## src/rtl/uart_pkg.sv

```systemverilog
// Shared UART definitions: FSM state encoding and frame-level constants,
// common to the transmit and receive paths.
package uart_pkg;

  typedef enum logic [1:0] {
    IDLE  = 2'd0,
    START = 2'd1,
    DATA  = 2'd2,
    STOP  = 2'd3
  } uart_state_e;

  localparam int   DATA_BITS   = 8;
  localparam logic START_LEVEL = 1'b0;
  localparam logic STOP_LEVEL  = 1'b1;

endpackage

```

## src/rtl/uart_tx_fifo.sv

```systemverilog
// Synchronous byte FIFO with show-ahead read port. full/empty are registered
// and derived from an occupancy count of 0..fifo_depth.
module uart_tx_fifo
  import uart_pkg::*;
#(
  parameter int fifo_depth = 8
) (
  input  logic                 clock,
  input  logic                 reset,
  input  logic                 write,
  input  logic [DATA_BITS-1:0] writedata,
  input  logic                 read,
  output logic [DATA_BITS-1:0] readdata,
  output logic                 full,
  output logic                 empty
);

  localparam int             AW       = (fifo_depth > 1) ? $clog2(fifo_depth) : 1;
  localparam logic [AW-1:0]  PTR_ONE  = AW'(1);
  localparam logic [AW:0]    CNT_ONE  = (AW + 1)'(1);
  localparam logic [AW:0]    CNT_FULL = (AW + 1)'(fifo_depth);

  logic [DATA_BITS-1:0] mem_q [fifo_depth];
  logic [AW-1:0]        wr_ptr_q, wr_ptr_d;
  logic [AW-1:0]        rd_ptr_q, rd_ptr_d;
  logic [AW:0]          count_q, count_d;
  logic                 full_q, full_d;
  logic                 empty_q, empty_d;
  logic                 do_wr, do_rd;

  // Pointer/count bookkeeping; a write while full is dropped even if a read
  // happens in the same cycle. Pointers wrap naturally (depth is a power of two).
  always_comb begin
    do_wr    = write && !full_q;
    do_rd    = read && !empty_q;
    wr_ptr_d = wr_ptr_q;
    rd_ptr_d = rd_ptr_q;
    count_d  = count_q;
    if (do_wr) wr_ptr_d = wr_ptr_q + PTR_ONE;
    if (do_rd) rd_ptr_d = rd_ptr_q + PTR_ONE;
    if (do_wr && !do_rd)      count_d = count_q + CNT_ONE;
    else if (!do_wr && do_rd) count_d = count_q - CNT_ONE;
    full_d  = (count_d == CNT_FULL);
    empty_d = (count_d == '0);
  end

  // Control state with asynchronous active-low reset.
  always_ff @(posedge clock or negedge reset) begin
    if (!reset) begin
      wr_ptr_q <= '0;
      rd_ptr_q <= '0;
      count_q  <= '0;
      full_q   <= 1'b0;
      empty_q  <= 1'b1;
    end else begin
      wr_ptr_q <= wr_ptr_d;
      rd_ptr_q <= rd_ptr_d;
      count_q  <= count_d;
      full_q   <= full_d;
      empty_q  <= empty_d;
    end
  end

  // Storage array; contents are meaningless until written, so no reset.
  always_ff @(posedge clock) begin
    if (do_wr) mem_q[wr_ptr_q] <= writedata;
  end

  assign readdata = mem_q[rd_ptr_q];
  assign full     = full_q;
  assign empty    = empty_q;

endmodule

```

## src/rtl/uart_tx_buffered.sv

```systemverilog
// Buffered UART transmitter: 8N1 frames, LSB first, fed from an internal FIFO.
// Frames leave back-to-back while bytes are queued.
module uart_tx_buffered
  import uart_pkg::*;
#(
  parameter int clock_bit  = 5208,
  parameter int fifo_depth = 8
) (
  input  logic       clock,
  input  logic       reset,
  input  logic       write,
  input  logic [7:0] writedata,
  output logic       full,
  output logic       empty,
  output logic       tx,
  output logic       busy,
  output logic       done
);

  localparam logic [15:0] CNT_LAST = 16'(clock_bit - 1);
  localparam logic [2:0]  IDX_LAST = 3'(DATA_BITS - 1);

  uart_state_e          state_q, state_d;
  logic [15:0]          cnt_q, cnt_d;
  logic [2:0]           idx_q, idx_d;
  logic [DATA_BITS-1:0] shift_q, shift_d;
  logic                 tx_q, tx_d;
  logic                 fifo_read;
  logic [DATA_BITS-1:0] fifo_rdata;
  logic                 bit_end;

  uart_tx_fifo #(
    .fifo_depth(fifo_depth)
  ) u_fifo (
    .clock    (clock),
    .reset    (reset),
    .write    (write),
    .writedata(writedata),
    .read     (fifo_read),
    .readdata (fifo_rdata),
    .full     (full),
    .empty    (empty)
  );

  assign bit_end = (cnt_q == CNT_LAST);

  // Next-state logic. tx_d is the line level for the cycle after the edge, so
  // tx is a registered output that only changes on bit-period boundaries.
  always_comb begin
    state_d   = state_q;
    cnt_d     = cnt_q + 16'd1;
    idx_d     = idx_q;
    shift_d   = shift_q;
    tx_d      = tx_q;
    fifo_read = 1'b0;
    case (state_q)
      IDLE: begin
        tx_d  = STOP_LEVEL;
        cnt_d = '0;
        idx_d = '0;
        if (!empty) begin
          shift_d   = fifo_rdata;
          fifo_read = 1'b1;
          state_d   = START;
          tx_d      = START_LEVEL;
        end
      end
      START: begin
        tx_d = START_LEVEL;
        if (bit_end) begin
          cnt_d   = '0;
          idx_d   = '0;
          state_d = DATA;
          tx_d    = shift_q[0];
        end
      end
      DATA: begin
        tx_d = shift_q[idx_q];
        if (bit_end) begin
          cnt_d = '0;
          if (idx_q == IDX_LAST) begin
            state_d = STOP;
            tx_d    = STOP_LEVEL;
          end else begin
            idx_d = idx_q + 3'd1;
            tx_d  = shift_q[idx_q + 3'd1];
          end
        end
      end
      STOP: begin
        tx_d = STOP_LEVEL;
        if (bit_end) begin
          cnt_d = '0;
          idx_d = '0;
          if (!empty) begin
            // Chain straight into the next frame with no idle gap.
            shift_d   = fifo_rdata;
            fifo_read = 1'b1;
            state_d   = START;
            tx_d      = START_LEVEL;
          end else begin
            state_d = IDLE;
          end
        end
      end
      default: begin
        state_d = IDLE;
        tx_d    = STOP_LEVEL;
        cnt_d   = '0;
        idx_d   = '0;
      end
    endcase
  end

  // Control registers; reset truncates any frame and forces the line idle.
  always_ff @(posedge clock or negedge reset) begin
    if (!reset) begin
      state_q <= IDLE;
      cnt_q   <= '0;
      idx_q   <= '0;
      tx_q    <= STOP_LEVEL;
    end else begin
      state_q <= state_d;
      cnt_q   <= cnt_d;
      idx_q   <= idx_d;
      tx_q    <= tx_d;
    end
  end

  // Frame byte holder; loaded once per frame and held stable until the next load.
  always_ff @(posedge clock) begin
    shift_q <= shift_d;
  end

  assign tx   = tx_q;
  assign busy = (state_q != IDLE);
  assign done = (state_q == STOP) && bit_end;

endmodule

```

## config.mk

```make
export PLATFORM = sky130hd
export DESIGN_NAME = uart_tx_buffered
export DESIGN_NICKNAME = d
export VERILOG_FILES = /design/src/rtl/uart_pkg.sv /design/src/rtl/uart_tx_fifo.sv /design/src/rtl/uart_tx_buffered.sv
export SDC_FILE = /design/constraint.sdc
export NUM_CORES = 1
export LEC_CHECK = 0
export ABC_CLOCK_PERIOD_IN_PS = 3000
export CAP_MARGIN = 20
export CORE_ASPECT_RATIO = 0.9
export CORE_UTILIZATION = 50
export DETAILED_ROUTE_END_ITERATION = 16
export PLACE_DENSITY = 0.67
export SLEW_MARGIN = 20
export SYNTH_ARGS = -nofsm -noshare
export SYNTH_HDL_FRONTEND = slang
export SYNTH_SLANG_ARGS = --single-unit
export TNS_END_PERCENT = 30
```

## constraint.sdc

```tcl
create_clock -name clock -period 3 [get_ports clock]
set_input_delay 0.6 -clock clock [delete_from_list [all_inputs] [get_ports clock]]
set_output_delay 0.6 -clock clock [all_outputs]
set_load 0.02 [all_outputs]
```

==> results of run 1 <==
## worst max-delay path: cells and delay by family, from the launching register on
family	cells	cell delay (ns)
buffers and inverters	1	0.63
flip-flops	1	0.48
AND/OR/NAND/NOR	3	0.65
## where the power goes
group | internal (mW) | switching (mW) | total [mW]
clock | 0.317 | 0.511 | 0.827
combinational | 0.221 | 0.276 | 0.497
sequential | 1.77 | 0.115 | 1.88
## per-stage QoR
step | setup slack, ns | hold WS, ns | utilization, % | power, mW
floorplan | 0.653 | 0.304 | - | 2.21
global placement | 0.672 | 0.510 | 55.6 | 2.39
detailed placement | 0.586 | 0.524 | 55.6 | 2.41
CTS | 0.251 | 0.537 | 57.5 | 3.23
global route | 0.132 | 0.569 | 57.5 | 3.35
finish | 0.266 | 0.534 | 57.5 | 3.20
## routing by layer
metal	vias to the layer above	GRT usage [%]	share of wire [%]
li1	1227	-	-
met1	1263	27.1	50
met2	48	27.5	44
met3	11	4.85	4.4
met4	0	6.79	1.5
met5	-	0	0
## cell type report
type / instances / area [µm²]
fill: 735 / 3890
sequential: 106 / 3020
multi-input combinational: 182 / 1640
timing repair buffer: 28 / 248
tap: 122 / 153
clock buffer: 9 / 124
clock inverter: 7 / 56.3
inverter: 11 / 41.3
## registers in the layout (all words and copies together) (netlist names)
name             count
u_fifo.mem_q        64
cnt_q               16
shift_q              8
u_fifo.count_q       4
idx_q                3
u_fifo.rd_ptr_q      3
u_fifo.wr_ptr_q      3
state_q              2
tx                   1
u_fifo.empty         1
u_fifo.full          1
## cell families (layout without fill, tap and decap cells)
kind of cell / count (synthesis) / in the layout / share of synthesized area (%)
fa+ha+maj: 12 / 12 / 3.17
xor+xnor: 19 / 19 / 3.83
simple gates: 88 / 88 / 10.5
compound gates: 31 / 31 / 4.71
mux: 32 / 32 / 12.3
flops: 106 / 106 / 63.7
buf+inv: 19 / 55 / 1.72
## synth_stat cells, types with 2 or more instances
master	count
ha_1	12
buf_2	2
mux2_2	11
nand2b_1	2
a21oi_1	6
o21ai_0	10
nand4_1	6
or3_1	4
clkbuf_1	3
nand2_1	19
dfstp_2	2
inv_1	10
xnor2_1	7
dfrtp_1	32
edfxtp_1	72
xor2_1	10
buf_1	2
nor2b_1	2
a211oi_2	2
nand3_1	8
o31ai_1	3
mux4_2	20
nor3_1	9
a32o_1	2
and3_2	2
nor2_1	23
## worst paths after layout
check | from | to | cells past startpoint
hold / removal | cnt_q[0]$_DFF_PN0_ | cnt_q[0]$_DFF_PN0_ | 1
setup / recovery | cnt_q[11]$_DFF_PN0_ | done | 4
min in group asynchronous | reset | idx_q[1]$_DFFE_PN0P_ | 2
hold reg to reg | cnt_q[0]$_DFF_PN0_ | cnt_q[0]$_DFF_PN0_ | 1
max in group asynchronous | reset | u_fifo.empty$_DFF_PN1_ | 2
setup reg to reg | state_q[0]$_DFFE_PN0P_ | u_fifo.empty$_DFF_PN1_ | 9
==> impl_metrics.yaml, run 1 <==
detailed_routing:
  drt-pass1-iter-count: 4
  drt_iter0_drc: 83
  route.vias.total: 2549
  wirelength_um: 8150
  route.detailed.drc: 0
  viasPerCell: 5.48
  wl_per_cell_um: 17.5
  ant_nets: 0
finish:
  area_growth_pct: 11.4
  layout-drive-gt1-share_pct: 22.4
  antenna_cells: 0
  nNetsFinal: 361
  layout_commonest_cell: "edfxtp_1"
  finish.instance_area_um2: 5270
  mostFrequentLayoutCells: "edfxtp_1 (72), dfrtp_1 (32), nor2_1 (23), mux4_2 (20), nand2_1 (19)"
  fin_cells: 465
run_status:
  status: "complete, no violations"
die:
  num_io_pins: 16
  rows: 33
  die_h_um: 94.3
  core_area_um2: 9170
  die-area_um2: 9860
  start_util_pct: 51.6
  fp.dieW_um: 105
global_route:
  grt_pass1_wl_um: 13500
  antenna_found_initial: 0
  gr-usage-all-layers_pct: 18.8
  grt_max_degree: 35
  grt_pass1_vias: 2639
  overflow: 0
sta:
  final-max-slew-violation-count: 0
  fin_worst_skew_ns: 0.0156
  rsz0062_at_grt: "no"
  fmax_ghz: 0.366
  hold_violations: 0
  fin_crit_sh_pct: 91.1
  setup_tns_ns: 0
  layout_min_cycle_time_ns: 2.73
  setup_viol: 0
  slew_headroom_pct: 45.5
  tightestPinTransition_ns: 0.817
worst_setup_path:
  path_class: "flip-flop to output pin"
  rrSetupSlack_ns: 0.57
  cp_slowest_cell: "clkdlybuf4s50_1"
  required_ns: 2.40
  max_stage_delay_ns: 0.63
  cp_data_arrival_time_ns: 2.13
  worstSetupStartpointType: "flip-flop"
  cp_max_fo: 7
  path_cells: "nor4bb_1, nand4_1, nor3_1, clkdlybuf4s50_1"
  cp-end-kind: "output pin"
job:
  drv_cap: 0
clocking:
  cts-root-buf: "clkbuf_8"
  cts.path.max_buffers: 2
  cts_resized: 0
  h-tree-depth: 3
  cts_tree: "yes"
  postCtsHoldBufs: 0
  cts_buffers: 9
  path_clk_slew_ns: 0.10
  cts.sinks: 106
  clk_latency_ns: 0.38
  postCtsSetupBuffers: 0
hold_path:
  hold_class: "flip-flop to flip-flop"
placed_design:
  placed_cells_incl_taps: 449
  routabilityCongestion: 0.731
  dp_hpwl_um: 5580
  dpl_cell_area_um2: 5090
  port_buffers: 15
power_and_ir_drop:
  p_leak_nw: 1.87
  peakVddDrop_v: 0.000499
  p_per_area_nw_per_um2: 608
synth:
  synth_nets: 330
  synth_edf_count: 72
  syn_inst: 307
  synth_warnings: 0
  yosys.area.top_type: "edfxtp_1"
  synthFlopType: "edfxtp_1"
  synth_top_cell_area_share_pct: 45.7
  ys_seq_elements: 106
  yosysSeqAreaShare_pct: 63.7
  synthTopCellsByArea: "edfxtp_1 (46%), dfrtp_1 (17%), mux4_2 (9.5%)"
  ys_types: 52
  synthArstFlopShare_pct: 32.1
  syn-mean-instance-area_um2: 15.4
  synth.cell_area_um2: 4730
Note: power is estimated with default switching activity, not from simulation.
==> run 2, diff against run 1 <==
--- a/config.mk
+++ b/config.mk
@@ -8,6 +8,7 @@
 export ABC_CLOCK_PERIOD_IN_PS = 3000
 export CAP_MARGIN = 20
 export CORE_ASPECT_RATIO = 0.9
+export CORE_MARGIN = 2
 export CORE_UTILIZATION = 50
 export DETAILED_ROUTE_END_ITERATION = 16
 export PLACE_DENSITY = 0.67
==> constraint.sdc (replaced) <==
create_clock -name clock -period 3 [get_ports clock]
set_input_delay 0.75 -clock clock [delete_from_list [all_inputs] [get_ports clock]]
set_output_delay 0.75 -clock clock [all_outputs]
set_load 0.02 [all_outputs]
==> run 2 against run 1 <==
Effect of this change: first-iteration DRC count rose by 100%; power decreased by 0.33%; sequential power barely moved; critical path depth unchanged; via count grew 0.16%; utilization is the same; die area up 4.1%; fmax about the same; final cell count decreased by 0.22%; critical path type unchanged; critical endpoint is now busy.
==> impl_metrics.yaml, run 2 (synthesis results as in run 1) <==
clocking:
  cts_tree: "yes"
  cts_resized: 0
  cts.path.max_buffers: 2
  postCtsHoldBufs: 0
  path_clk_slew_ns: 0.10
  h-tree-depth: 3
  clk_latency_ns: 0.37
  cts_buffers: 9
  cts-root-buf: "clkbuf_8"
  postCtsSetupBuffers: 0
  cts.sinks: 106
finish:
  layout-drive-gt1-share_pct: 22.2
  finish.instance_area_um2: 5270
  multi_input_area_um2: 1640
  final-seq-area_um2: 3020
  nNetsFinal: 360
  mostFrequentLayoutCells: "edfxtp_1 (72), dfrtp_1 (32), nor2_1 (23), mux4_2 (20), nand2_1 (19)"
  fillers: 729
  largest_register_ffs: 64
  area_growth_pct: 11.4
  antenna_cells: 0
  fin_cells: 464
  top_register: "u_fifo.mem_q"
  layout_commonest_cell: "edfxtp_1"
  largest_registers: "u_fifo.mem_q: 64 flops, cnt_q: 16 flops, shift_q: 8 flops"
worst_setup_path:
  cp_data_arrival_time_ns: 1.99
  required_ns: 2.25
  cp-end-kind: "output pin"
  cpMostUsedCell: "inv_1"
  path_class: "flip-flop to output pin"
  worstSetupStartpointType: "flip-flop"
  max_stage_delay_ns: 0.63
  cp_slowest_cell: "clkdlybuf4s50_1"
  cp_max_fo: 5
  path_cells: "inv_1, ha_1, inv_1, clkdlybuf4s50_1"
detailed_routing:
  wl_per_cell_um: 17.8
  viasPerCell: 5.50
  ant_nets: 0
  route.vias.total: 2553
  route.detailed.drc: 0
  drt-pass1-iter-count: 4
  drt_iter0_drc: 170
  wirelength_um: 8250
sta:
  fin_crit_sh_pct: 91.2
  tightestPinTransition_ns: 0.840
  final-max-slew-violation-count: 0
  setup_tns_ns: 0
  layout_min_cycle_time_ns: 2.74
  fin_worst_skew_ns: 0.0122
  slew_headroom_pct: 44.0
  fmax_ghz: 0.366
  hold_violations: 0
  rsz0062_at_grt: "no"
  setup_viol: 0
die:
  die_h_um: 96.3
  die-area_um2: 10300
  start_util_pct: 51.6
  rows: 33
  fp.dieW_um: 107
  num_io_pins: 16
  core_area_um2: 9170
global_route:
  grt_max_degree: 35
  grt_pass1_wl_um: 13500
  gr-usage-all-layers_pct: 18.1
  overflow: 0
  grt_pass1_vias: 2499
  antenna_found_initial: 0
placed_design:
  dp_hpwl_um: 5550
  placed_cells_incl_taps: 448
  routabilityCongestion: 0.795
  dpl_cell_area_um2: 5090
  port_buffers: 15
hold_path:
  hold_class: "flip-flop to flip-flop"
power_and_ir_drop:
  p_per_area_nw_per_um2: 606
  power.share.sequential_pct: 59.0
  swShare_pct: 27.8
  p_clk_share_pct: 25.5
  p_leak_nw: 1.87
  peakVddDrop_v: 0.000385
  internal_power_mw: 2.31
  power.switching_mw: 0.887
  combPwrFrac_pct: 15.5
job:
  drv_cap: 0
run_status:
  status: "complete, no violations"
run 2: critical path, delay by kind of cell (launching register included):
family / cells / cell delay (ns)
adders and majority gates: 1 / 0.28
buffers and inverters: 3 / 0.91
DFF: 1 / 0.44
run 2: power groups by stage:
stage	clock network [mW]	logic [mW]	registers, mW
after floorplan	0	0.317	1.89
after global placement	0	0.489	1.91
after detailed placement	0	0.503	1.92
after CTS	0.840	0.504	1.89
after global routing	0.896	0.549	1.91
final	0.815	0.494	1.88
run 2: cell type report:
type                    instances  area share (%)
inverters                      11           0.783
multi-input cells             182            31.1
repair buffers                 27            4.60
flip-flops and latches        106            57.2
clock buffers                  11            2.49
clock inverters                 5           0.902
well taps                     122            2.90
run 2: path summary, 6_finish.rpt:
kind | end | from | slack, ns | cells past startpoint
max | busy | state_q[0]$_DFFE_PN0P_ | 0.26 | 4
max reg2reg | u_fifo.empty$_DFF_PN1_ | state_q[0]$_DFFE_PN0P_ | 0.61 | 9
min reg2reg | cnt_q[0]$_DFF_PN0_ | cnt_q[0]$_DFF_PN0_ | 0.55 | 1
min | cnt_q[0]$_DFF_PN0_ | cnt_q[0]$_DFF_PN0_ | 0.55 | 1
min in group asynchronous | idx_q[0]$_DFFE_PN0P_ | reset | 0.78 | 2
max in group asynchronous | u_fifo.empty$_DFF_PN1_ | reset | 1.87 | 2
run 2: layer usage:
metal,GRT usage (%),part of all wire (%),vias to the layer above,wire length (µm)
met5,0,0,-,0
met4,5.19,1.1,0,87
met3,4.87,3.2,7,262
met2,29.8,48,33,3960
met1,24.2,48,1285,3940
li1,-,-,1228,-
run 2: metrics by stage:
step                      setup slack (ns)  hold slack [ns]  utilization [%]  power [mW]
after floorplan                      0.503            0.454                -        2.21
after global placement               0.529            0.512             55.5        2.40
after detailed placement             0.507            0.533             55.5        2.42
after CTS                           0.0802            0.548             57.5        3.23
after global routing                 0.135            0.576             57.5        3.35
final                                0.264            0.549             57.5        3.19
